<file path="config.mk">
export PLATFORM = sky130hd
export DESIGN_NAME = c_dly_coarse_ctrl
export DESIGN_NICKNAME = d
export VERILOG_FILES = /design/src/rtl/c_dly_coarse_ctrl.sv
export SDC_FILE = /design/constraint.sdc
export NUM_CORES = 1
export LEC_CHECK = 0
export CELL_PAD_IN_SITES_DETAIL_PLACEMENT = 0
export CELL_PAD_IN_SITES_GLOBAL_PLACEMENT = 2
export CORE_AREA = 10 10 75 77
export CTS_CLUSTER_DIAMETER = 100
export DETAILED_ROUTE_END_ITERATION = 16
export DIE_AREA = 0 0 85 87
export MAX_ROUTING_LAYER = met4
export PLACE_DENSITY_LB_ADDON = 0.25
export SLEW_MARGIN = 20
export SYNTH_ARGS = -nofsm -noshare
export SYNTH_HDL_FRONTEND = slang
export SYNTH_SLANG_ARGS = --single-unit
</file>
<file path="constraint.sdc">
create_clock -name i_clk -period 3.7 [get_ports i_clk]
set_input_delay 0.555 -clock i_clk [delete_from_list [all_inputs] [get_ports i_clk]]
set_output_delay 0.555 -clock i_clk [all_outputs]
set_load 0.01 [all_outputs]
</file>
<file path="src/rtl/c_dly_coarse_ctrl.sv">
// Coarse delay-line tap controller: filters phase-detector votes into saturating code steps.
// Optional lock detection compiled in with DLY_COARSE_LOCK_EN.
module c_dly_coarse_ctrl #(
   parameter int P_FILT_TH   = 4,
   parameter int P_SETTLE    = 3,
   parameter int P_INIT_CODE = 0,
   parameter int P_LOCK_CNT  = 4
) (
   input  logic       i_clk,
   input  logic       i_rstn,
   input  logic       i_en,
   input  logic       i_up,
   input  logic       i_dn,
   output logic [7:0] o_sel,
   output logic [2:0] o_code,
   output logic       o_lock,
   output logic       o_ovf
);

   typedef enum logic [1:0] {
      S_IDLE,
      S_TRACK,
      S_LOCK
   } state_t;

   localparam logic signed [4:0] TH_P = 5'(P_FILT_TH);
   localparam logic signed [4:0] TH_N = -TH_P;
   localparam logic [3:0] SETTLE = 4'(P_SETTLE);
   localparam logic [2:0] INIT = 3'(P_INIT_CODE);
   localparam logic [7:0] SEL0 = 8'b1 << INIT;

   state_t            state;
   logic signed [4:0] acc;
   logic signed [4:0] acc_nx;
   logic [3:0]        blank;
   logic              active;
   logic              inc_req;
   logic              dec_req;
   logic              sat;
   logic              move;

   always_comb begin
      active = i_en && (state != S_IDLE) && (blank == 4'd0);
      acc_nx = acc;
      if (i_up && !i_dn)
         acc_nx = acc + 5'sd1;
      else if (i_dn && !i_up)
         acc_nx = acc - 5'sd1;
      inc_req = active && (acc_nx == TH_P);
      dec_req = active && (acc_nx == TH_N);
      sat = (inc_req && o_code == 3'd7) ||
            (dec_req && o_code == 3'd0);
      move = (inc_req || dec_req) && !sat;
   end

`ifdef DLY_COARSE_LOCK_EN
   typedef enum logic [1:0] {
      D_NONE,
      D_UP,
      D_DN
   } dir_t;

   localparam logic [3:0] LOCK_N = 4'(P_LOCK_CNT);

   dir_t       last;
   dir_t       dir_nx;
   logic [3:0] rev;
   logic [3:0] rev_nx;
   logic       rev_ev;
   logic       same_ev;

   always_comb begin
      dir_nx  = inc_req ? D_UP : D_DN;
      rev_ev  = move && (last != D_NONE) && (last != dir_nx);
      same_ev = move && (last == dir_nx);
      rev_nx  = rev;
      if (same_ev)
         rev_nx = 4'd0;
      else if (rev_ev && rev != 4'hF)
         rev_nx = rev + 4'd1;
   end
`else
   assign o_lock = 1'b0;
`endif

   always_ff @(posedge i_clk) begin
      if (!i_rstn) begin
         state  <= S_IDLE;
         o_code <= INIT;
         o_sel  <= SEL0;
         acc    <= '0;
         blank  <= '0;
         o_ovf  <= 1'b0;
`ifdef DLY_COARSE_LOCK_EN
         o_lock <= 1'b0;
         rev    <= '0;
         last   <= D_NONE;
`endif
      end else begin
         o_ovf <= sat;
         if (blank != 4'd0)
            blank <= blank - 4'd1;
         // o_sel shifts alongside o_code so it stays one-hot
         if (move) begin
            blank <= SETTLE;
            if (inc_req) begin
               o_code <= o_code + 3'd1;
               o_sel  <= {o_sel[6:0], 1'b0};
            end else begin
               o_code <= o_code - 3'd1;
               o_sel  <= {1'b0, o_sel[7:1]};
            end
         end
         if (!i_en) begin
            state <= S_IDLE;
            acc   <= '0;
`ifdef DLY_COARSE_LOCK_EN
            o_lock <= 1'b0;
            rev    <= '0;
`endif
         end else begin
            unique case (state)
               S_IDLE: begin
                  state <= S_TRACK;
                  acc   <= '0;
               end
               S_TRACK: begin
                  if (blank != 4'd0 || inc_req || dec_req)
                     acc <= '0;
                  else
                     acc <= acc_nx;
`ifdef DLY_COARSE_LOCK_EN
                  if (move) begin
                     rev  <= rev_nx;
                     last <= dir_nx;
                     if (rev_nx >= LOCK_N) begin
                        state  <= S_LOCK;
                        o_lock <= 1'b1;
                     end
                  end
`endif
               end
               S_LOCK: begin
                  if (blank != 4'd0 || inc_req || dec_req)
                     acc <= '0;
                  else
                     acc <= acc_nx;
`ifdef DLY_COARSE_LOCK_EN
                  if (move)
                     last <= dir_nx;
                  if (sat || same_ev) begin
                     state  <= S_TRACK;
                     o_lock <= 1'b0;
                     rev    <= '0;
                  end else if (move) begin
                     rev <= rev_nx;
                  end
`endif
               end
               default: state <= S_IDLE;
            endcase
         end
      end
   end

endmodule
</file>
* After elaboration in Yosys (flattened, before gate mapping)
Cells that the tools add are included.
Storage, ports and cells: bits in registers 23, bits in latches 0, memory bits (writable) 0, memory bits (read-only) 0, bits of input ports 5, output and inout bits 13, word-level logic and storage cells 53, memories kept 0
Operators by class: add/subtract/negate cells 5, multipliers 0, div/mod/pow operators 0, magnitude comparators 0, equal/unequal tests 5, shift operators 0, muxes and demuxes 9, bitwise gates (word level) 1, reductions and logical operators 26
Operators by type and width (count):
- 5-bit 2-to-1 mux | 3
- 5-bit one-hot mux with 2 select lines | 1
- 1-bit logical AND | 9
- 8-bit 2-to-1 mux | 1
- 2-bit nonzero test | 3
- 5-bit by 2-bit adder with 5-bit output, second input constant | 1
- 5-bit by 3-bit == test with 1-bit output, second input constant | 1
- 5-bit by 4-bit == test with 1-bit output, second input constant | 1
- 5-bit by 2-bit subtractor with 5-bit output, second input constant | 1
- 4-bit logical NOT | 1
- 1-bit logical OR | 4
- 2-bit 2-to-1 mux | 2
- 2-bit one-hot mux with 2 select lines | 1
- 4-bit nonzero test | 1
- 2-bit OR reduction | 2
- 4-bit by 1-bit subtractor with 4-bit output, second input constant | 1
- 3-bit by 1-bit adder with 3-bit output, second input constant | 1
- 3-bit == test, second input constant | 1
- 1-bit logical NOT | 3
- 3-bit logical NOT | 1
- 3-bit 2-to-1 mux | 1
- 3-bit by 1-bit subtractor with 3-bit output, second input constant | 1
- 2-bit by 1-bit == test with 1-bit output, second input constant | 1
- 2-bit == test, second input constant | 1
- 3 further kinds | 3

* Logic depth before layout (Yosys ltp)
Gate-level depths: netlist (run 1).
depth in word-level cells 11, mapped depth 12, gate-level depth less buffers 11

* Least setup slack after synthesis (run 1)
No wires, ideal clock.
path kind register -> register, from register acc[0], to register o_code[2], library setup time 80 ps, arrival 2647 ps, data required time 3620 ps, setup slack 973 ps, stages on the path, launching flop included 12, buffers on the path 0, clock period less this slack 2727 ps, path through dfxtp_1 inv_1 ha_1 or3b_1 a21oi_2 o221ai_4 nor3_4 xnor2_1 ha_1 nand3b_1 mux2_2 o2111ai_2
On the way: cells in the longest elaborated chain, start to end 9, elaborated cells on any way between the ends 15, classes of those cells 2 x add/sub; 2 x eq/ne; 3 x mux; 8 x reduce/logical
Ends and longest elaborated chain:
- start: declaration | RTL line 33 | logic signed [4:0] acc;
- start signal: assignment | RTL line 131 | acc <= acc_nx;
- start signal: assignment | RTL line 147 | acc <= acc_nx;
- 5-bit by 2-bit subtractor with 5-bit output | RTL line 48 | acc_nx = acc - 5'sd1;
- 5-bit 2-to-1 mux | RTL line 47 | else if (i_dn && !i_up)
- 5-bit 2-to-1 mux (*) | RTL line 45 | if (i_up && !i_dn)
- 5-bit by 4-bit == test with 1-bit output / 5-bit by 3-bit == test with 1-bit output (equally long branches) | RTL line 49, 50
- 1-bit logical AND (on tied branches) | RTL line 49, 50
- 1-bit logical AND (on tied branches) | RTL line 51, 52
- 1-bit logical OR | RTL line 51 | sat = (inc_req && o_code == 3'd7) ||
- 1-bit logical NOT | RTL line 53 | move = (inc_req || dec_req) && !sat;
- 1-bit logical AND | RTL line 53
- end signal: assignment | RTL line 107 | o_code <= o_code + 3'd1;
- end signal: assignment | RTL line 110 | o_code <= o_code - 3'd1;
- end: declaration | RTL line 15 | output logic [2:0] o_code,
Mark *: on every way between the ends. The rest lies on a longest branch, timed or not. A chain may end at the register's enable or synchronous reset.

* Worst setup path in the final report (run 1)
from input port i_up, to register o_code[2]
On the way: cells in the longest elaborated chain, start to end 10, elaborated cells on any way between the ends 16, classes of those cells 2 x eq/ne; 3 x mux; 11 x reduce/logical
Ends and longest elaborated chain:
- start: declaration | RTL line 12 | input logic i_up,
- 1-bit logical NOT | RTL line 47
- 1-bit logical AND | RTL line 47
- 5-bit 2-to-1 mux | RTL line 47
- 5-bit 2-to-1 mux (*) | RTL line 45
- 5-bit by 4-bit == test with 1-bit output / 5-bit by 3-bit == test with 1-bit output (equally long branches) | RTL line 49, 50
- 1-bit logical AND (on tied branches) | RTL line 49, 50
- 1-bit logical AND (on tied branches) | RTL line 51, 52
- 1-bit logical OR | RTL line 51
- 1-bit logical NOT | RTL line 53
- 1-bit logical AND | RTL line 53
Marked as above.

==> impl_metrics.csv, run 1 <==
group,metric,value,unit
placement,dp_hpwl,2282,um
critical_path,setup.worst_path.end_class,"flop",
critical_path,worst-setup-path-type,"in -> reg",
synthesis,synthesis.area,1384,um2
clock_network,postCtsHoldBufs,0,
clock_network,post_cts_buffers,0,
synthesis,async_reset_ff_frac,0,
grt,grt_pass1_vias,1179,
timing,rsz0062_at_grt,"no",
critical_path,cp.required,3890,ps
synthesis,ys_top_cells_by_area,"dfxtp_1 (32%), nand2_1 (4.6%), ha_1 (4.5%)",
synthesis,yosysTopAreaCellShare,0.3183,
synthesis,synthesis.nets,158,
clock_network,clkTransAtPathRegs,80,ps
timing,finalWorstSetupSlack,815.0,ps
floorplanning,die-area,7395,um2
synthesis,synth_edf_count,0,
grt,grt-ovfl-total,0,
drt,drt-initial-drc-count,27,
synthesis,avgSynthCellArea,9.350,um2
drt,wl_per_cell,14.13,um
critical_path,path_max_fanout,8,
critical_path,worst_path_max_delay_cell,"clkdlybuf4s50_1",
drt,vias,1109,
synthesis,ys_types,48,
timing,period_minus_slack,2885,ps
placement,gp_congestion,0.7684,
critical_path,crit_path_start_kind,"primary input",
drt,ant_nets,0,
placement,port_buffers,16,
pwr,power_density,398.1,nW/um2
critical_path,crit_buf_inv,1,
cells_and_area,seq_area,440.4,um2
cells_and_area,fillers,445,
cells_and_area,multi_input_area,854.6,um2
timing,post-route-period-util,0.7797,
cells_and_area,num_antenna_cells,0,
pwr,cellLeakagePower,0.5878,nW
timing,setup_viol,0,
placement,pre_cts_ws,555.7,ps
cells_and_area,num-nets-final,175,
floorplanning,start_util,0.3268,
critical_path,arrival,3070,ps
cells_and_area,syn_to_final_growth,18.81,%
floorplanning,pin_count,18,
pwr,ir_worst_vdd,0.0001208,V
clock_network,cts.path.max_buffers,2,
critical_path,path_cells,"clkdlybuf4s50_1 > nand2b_2 > o32ai_4 > xor2_2 > nor3_4 > xnor2_1 > ha_1 > nand3b_1 > mux2_2 > o2111ai_2",
timing,clock_skew,4.603,ps
clock_network,clk_latency,260,ps
floorplanning,core-area,4234,um2
synthesis,yosysWarnings,0,
worst_hold_path,hp-class,"reg -> reg",
synthesis,synth_top_area_cell,"dfxtp_1",
drt,first_pass_iters,4,
timing,clock.fmax,0.3466,GHz
clock_network,root_buffer,"clkbuf_8",
grt,grt_usage,0.08825,
floorplanning,placementRows,24,
synthesis,ys_ff_latch,22,
synthesis,synthCells,148,
floorplanning,fp.dieH,87,um
drt,via_per_inst,5.134,
drt,wl,3051,um
cells_and_area,drive_gt1_frac,0.1524,
synthesis,seq_area_frac_synth,0.3183,
clock_network,htreeDepth,1,
timing,setup_tns,0,ps
critical_path,crit_family,"buffers and inverters",
clock_network,cts_resized,0,
clock_network,cts.sinks,22,
grt,grt_antenna_before_repair,0,
critical_path,max_stage_delay,530,ps
timing,slew_viol_final,0,
timing,hold_viol_final,0,
floorplanning,die_w,85,um
grt,grt_max_degree,15,
job,max_cap_violations,0,
run_status,status,"finished, final reports clean",
synthesis,synth_flop_cell,"dfxtp_1",
drt,drc,0,
clock_network,cts_buffers,3,
grt,grt_first_pass_wirelength,5340,um
clock_network,cts_tree,"yes",
[placed cells by master, fill, tap and decap left out, types with 2 or more instances in the layout]
cell type and count:
o21ba_2 2, a21oi_1 3, nand3b_1 6, clkdlybuf4s50_1 16, o21ai_0 2, a31oi_1 6, dfxtp_1 22, xor2_1 2
nor3b_1 2, buf_4 4, nor2_1 7, o31ai_1 6, xnor2_1 5, nand2_1 17, clkbuf_8 3, inv_1 6
o211ai_1 5, nor3_1 3, nor4_2 2, and3_1 5, ha_1 5, and2_1 2, o32ai_4 2, or3_1 2
or3b_1 3, o21a_1 3, xor2_2 2
[final timing paths]
kind                              start                endpoint  slack (ps)  cells past startpoint
setup reg to reg      acc[0]$_SDFF_PP0_  o_code[2]$_SDFFE_PN0P_         890                     11
setup / recovery                   i_up  o_code[2]$_SDFFE_PN0P_         810                     10
hold reg to reg   o_sel[7]$_SDFFE_PN0P_   o_sel[7]$_SDFFE_PN0P_         510                      2
hold / removal    o_sel[7]$_SDFFE_PN0P_   o_sel[7]$_SDFFE_PN0P_         510                      2
[cell usage after synthesis, types with 2 or more instances]
library cell	instances
or3b_1	3
buf_6	4
o211ai_1	5
dfxtp_1	22
and3_1	5
o21a_1	3
nand3b_1	6
and2_1	2
o31ai_1	6
xor2_2	2
xor2_1	2
nor3_1	3
o32ai_4	2
ha_1	5
or3_1	2
nor2_1	7
xnor2_1	5
nand2_1	17
nor3b_1	2
buf_2	2
inv_1	6
a31oi_1	6
o21ai_0	2
a21oi_1	3
o21ba_2	2
nor4_2	2
[cell families after synthesis]
family,after synthesis,synth area share
and+or+nand+nor,59,0.2541
AOI/OAI and AO/OA,37,0.2396
DFF,22,0.3183
buffers and inverters,14,0.06419
xor gates and xnor gates,9,0.06781
adders and majority gates,5,0.04521
other,1,0.002710
muxes,1,0.008137
[power by group]
part           internal [mW]  switching (mW)  leakage [nW]  total (mW)
Clock                  0.144          0.0816        0.0357       0.226
Sequential             0.258          0.0137         0.178       0.272
Combinational         0.0745          0.0822         0.374       0.157
[registers in the layout, indices dropped and copies added, names as in the netlist]
name and flops:
acc 5, blank 4, o_code 3, o_ovf 1, o_sel 8, state 1
[final cells by class]
| class | count | area share |
|---|---|---|
| Tap cell | 52 | 0.03957 |
| Sequential cell | 22 | 0.2679 |
| Inverter | 6 | 0.01370 |
| Multi-Input combinational cell | 112 | 0.5198 |
| Timing Repair Buffer | 20 | 0.1157 |
| Clock inverter | 1 | 0.01826 |
| Clock buffer | 3 | 0.02511 |
[routing by layer]
metal  routed length (um)  up-vias  global-route usage
li1                     -      560                   -
met1                 1444      534             0.09607
met2                 1512       13              0.1519
met3                   75        2             0.01873
met4                   19        0             0.03743
met5                    0        -                   -
[per-stage QoR]
stage | total power, mW | cell area, um2 | hold WS [ps] | std cells | util
after detailed placement | 0.4347 | 1573 | 495.1 | 212 | 0.3715
after floorplan | 0.4106 | 1384 | 495.7 | 148 | -
after global routing | 0.7023 | 1644 | 538.5 | 216 | 0.3883
after global placement | 0.4299 | 1573 | 481.7 | 212 | 0.3715
final | 0.6545 | 1644 | 505.5 | 216 | 0.3883
after CTS | 0.6683 | 1644 | 509.0 | 216 | 0.3883
[tightest hold or removal path: cells and delay by family, from the launching register on]
| family | cells | cell delay, ps |
|---|---|---|
| buf+inv | 1 | 50 |
| flops | 1 | 340 |
| compound gates | 1 | 70 |
Note: power is estimated with default switching activity, not from simulation.
==> run 2, diff against run 1 <==
==> constraint.sdc (replaced) <==
create_clock -name i_clk -period 3 [get_ports i_clk]
set_input_delay 0.45 -clock i_clk [delete_from_list [all_inputs] [get_ports i_clk]]
set_output_delay 0.45 -clock i_clk [all_outputs]
set_load 0.01 [all_outputs]
==> impl_metrics.csv, run 2 (synthesis results as in run 1) <==
group,metric,value,unit
run_status,status,"finished, final reports clean",
clock_network,htreeDepth,1,
cells_and_area,final_common_cell,"dfxtp_1",
clock_network,cts_tree,"yes",
cells_and_area,largest_register,"o_sel",
worst_hold_path,hp-class,"reg -> reg",
critical_path,cp.required,3190,ps
clock_network,cts.path.max_buffers,2,
pwr,power_density,481.7,nW/um2
timing,period_minus_slack,2743,ps
timing,timing.slew.headroom,0.6368,
floorplanning,die-area,7395,um2
critical_path,timing.rr.start,"acc[0]$_SDFF_PP0_",
floorplanning,die_w,85,um
pwr,intPower,0.5947,mW
drt,wl_per_cell,14.21,um
placement,gp_congestion,0.8092,
timing,setup_viol,0,
job,max_cap_violations,0,
timing,clock.fmax,0.3646,GHz
drt,first_pass_iters,4,
placement,pre_cts_ws,-10.13,ps
grt,grt_pass1_vias,1203,
critical_path,path_max_fanout,9,
placement,dp_cells,217,
clock_network,root_buffer,"clkbuf_8",
critical_path,crit_path_start_kind,"primary input",
cells_and_area,fin_util,0.3995,
floorplanning,pin_count,18,
pwr,p_switching,0.2201,mW
cells_and_area,largest_reg_flops,8,
worst_hold_path,min_path_cells,2,
timing,post-route-period-util,0.9143,
cells_and_area,biggestRegsByFlops,"o_sel (8), acc (5), blank (4)",
critical_path,setup.worst_path.end_class,"flop",
critical_path,reg2reg_to,"o_code[2]$_SDFFE_PN0P_",
cells_and_area,syn_to_final_growth,22.24,%
timing,worstMarginPinSlew,543.1,ps
timing,finalWorstSetupSlack,257.0,ps
grt,grt_max_degree,15,
floorplanning,fp.dieH,87,um
clock_network,cts_buffers,3,
clock_network,post_cts_buffers,0,
drt,drt-initial-drc-count,46,
pwr,power.switching_fraction,0.2702,
pwr,power_frac_comb,0.248,
cells_and_area,num_antenna_cells,0,
drt,vias,1150,
pwr,power,0.8148,mW
drt,wl,3141,um
clock_network,postCtsHoldBufs,0,
cells_and_area,num-nets-final,180,
cells_and_area,fin_area,1692,um2
critical_path,arrival,2930,ps
pwr,clkPwrFrac,0.339,
pwr,ir_worst_vdd,0.0002221,V
grt,grt_first_pass_wirelength,5575,um
grt,grt_antenna_before_repair,0,
placement,placed_cell_area,1610,um2
timing,setup_tns,0,ps
timing,clock_skew,0.9047,ps
drt,drc,0,
cells_and_area,final_cell_mix,"dfxtp_1 (21), nand2_1 (17), clkdlybuf4s50_1 (16)",
cells_and_area,final_cells,221,
grt,grt_usage,0.09187,
critical_path,worst_r2r_path_depth,11,
worst_hold_path,hold_start,"o_sel[7]$_SDFFE_PN0P_",
placement,dp_hpwl,2373,um
critical_path,r2r_setup_slack,270,ps
critical_path,worst-setup-path-type,"in -> reg",
pwr,cellLeakagePower,0.6145,nW
timing,slew_viol_final,0,
timing,fin_hold_ws,504.0,ps
timing,rsz0062_at_grt,"no",
floorplanning,placementRows,24,
pwr,seqPwrFrac,0.413,
drt,via_per_inst,5.204,
worst_hold_path,min_to,"o_sel[7]$_SDFFE_PN0P_",
placement,port_buffers,16,
timing,hold_viol_final,0,
drt,ant_nets,0,
floorplanning,start_util,0.3268,
floorplanning,core-area,4234,um2
clock_network,clk_latency,260,ps
clock_network,cts.sinks,22,
clock_network,clkTransAtPathRegs,80,ps
cells_and_area,drive_gt1_frac,0.1953,
grt,grt-ovfl-total,0,
## run 2: area by class of cell
class | instances | area, um2
Clock buffer | 3 | 41.29
Timing Repair Buffer | 25 | 227.7
Fill cell | 432 | 2542
Multi-Input combinational cell | 112 | 863.3
Inverter | 6 | 22.52
Tap cell | 52 | 65.06
Clock inverter | 1 | 30.03
Sequential cell | 22 | 441.7
## run 2: worst max-delay path by stage
stage                      start  cells after the start  slack [ps]                endpoint
6_report                    i_up                     10         260  o_code[2]$_SDFFE_PN0P_
5_1_grt        acc[0]$_SDFF_PP0_                     11          40  o_code[2]$_SDFFE_PN0P_
4_1_cts        acc[0]$_SDFF_PP0_                     11         180  o_code[2]$_SDFFE_PN0P_
3_5_place_dp                i_up                     10         -10  o_code[2]$_SDFFE_PN0P_
3_3_place_gp                i_up                     10          70  o_code[2]$_SDFFE_PN0P_
2_1_floorplan  acc[0]$_SDFF_PP0_                     11         270  o_code[2]$_SDFFE_PN0P_
## run 2: power by group through the flow
stage	clock, mW	sequential [mW]	combinational (mW)
6_report	0.276	0.336	0.202
4_1_cts	0.286	0.337	0.204
3_5_place_dp	0	0.343	0.203
3_3_place_gp	0	0.341	0.196
5_1_grt	0.299	0.341	0.234
2_1_floorplan	0	0.339	0.167
## run 2: metal layers
metal	GRT usage	vias up	part of all wire
met4	0.04491	0	0.011
met5	-	-	0
met3	0.01685	4	0.041
li1	-	575	-
met2	0.1580	26	0.50
met1	0.09952	545	0.45
## run 2: critical path, stage by stage
cell and delay [ps]:
clkdlybuf4s50_1 600, or3b_1 390, a21oi_2 190, o221ai_4 200, nor3_4 260, xnor2_1 150
ha_2 230, o211ai_1 90, mux2_2 300, o2111ai_2 80
## run 2: timing repair
action,CTS,global route
gates resized for setup,0,3
endpoints found under the setup margin,0,1
endpoints found under the hold margin,0,0
==> run 3, diff against run 2 <==
--- a/config.mk
+++ b/config.mk
@@ -5,6 +5,7 @@
 export SDC_FILE = /design/constraint.sdc
 export NUM_CORES = 1
 export LEC_CHECK = 0
+export CAP_MARGIN = 20
 export CELL_PAD_IN_SITES_DETAIL_PLACEMENT = 0
 export CELL_PAD_IN_SITES_GLOBAL_PLACEMENT = 2
 export CORE_AREA = 10 10 75 77
==> results of run 3 <==
Final layout, timing and power as in run 2 (identical DEF).
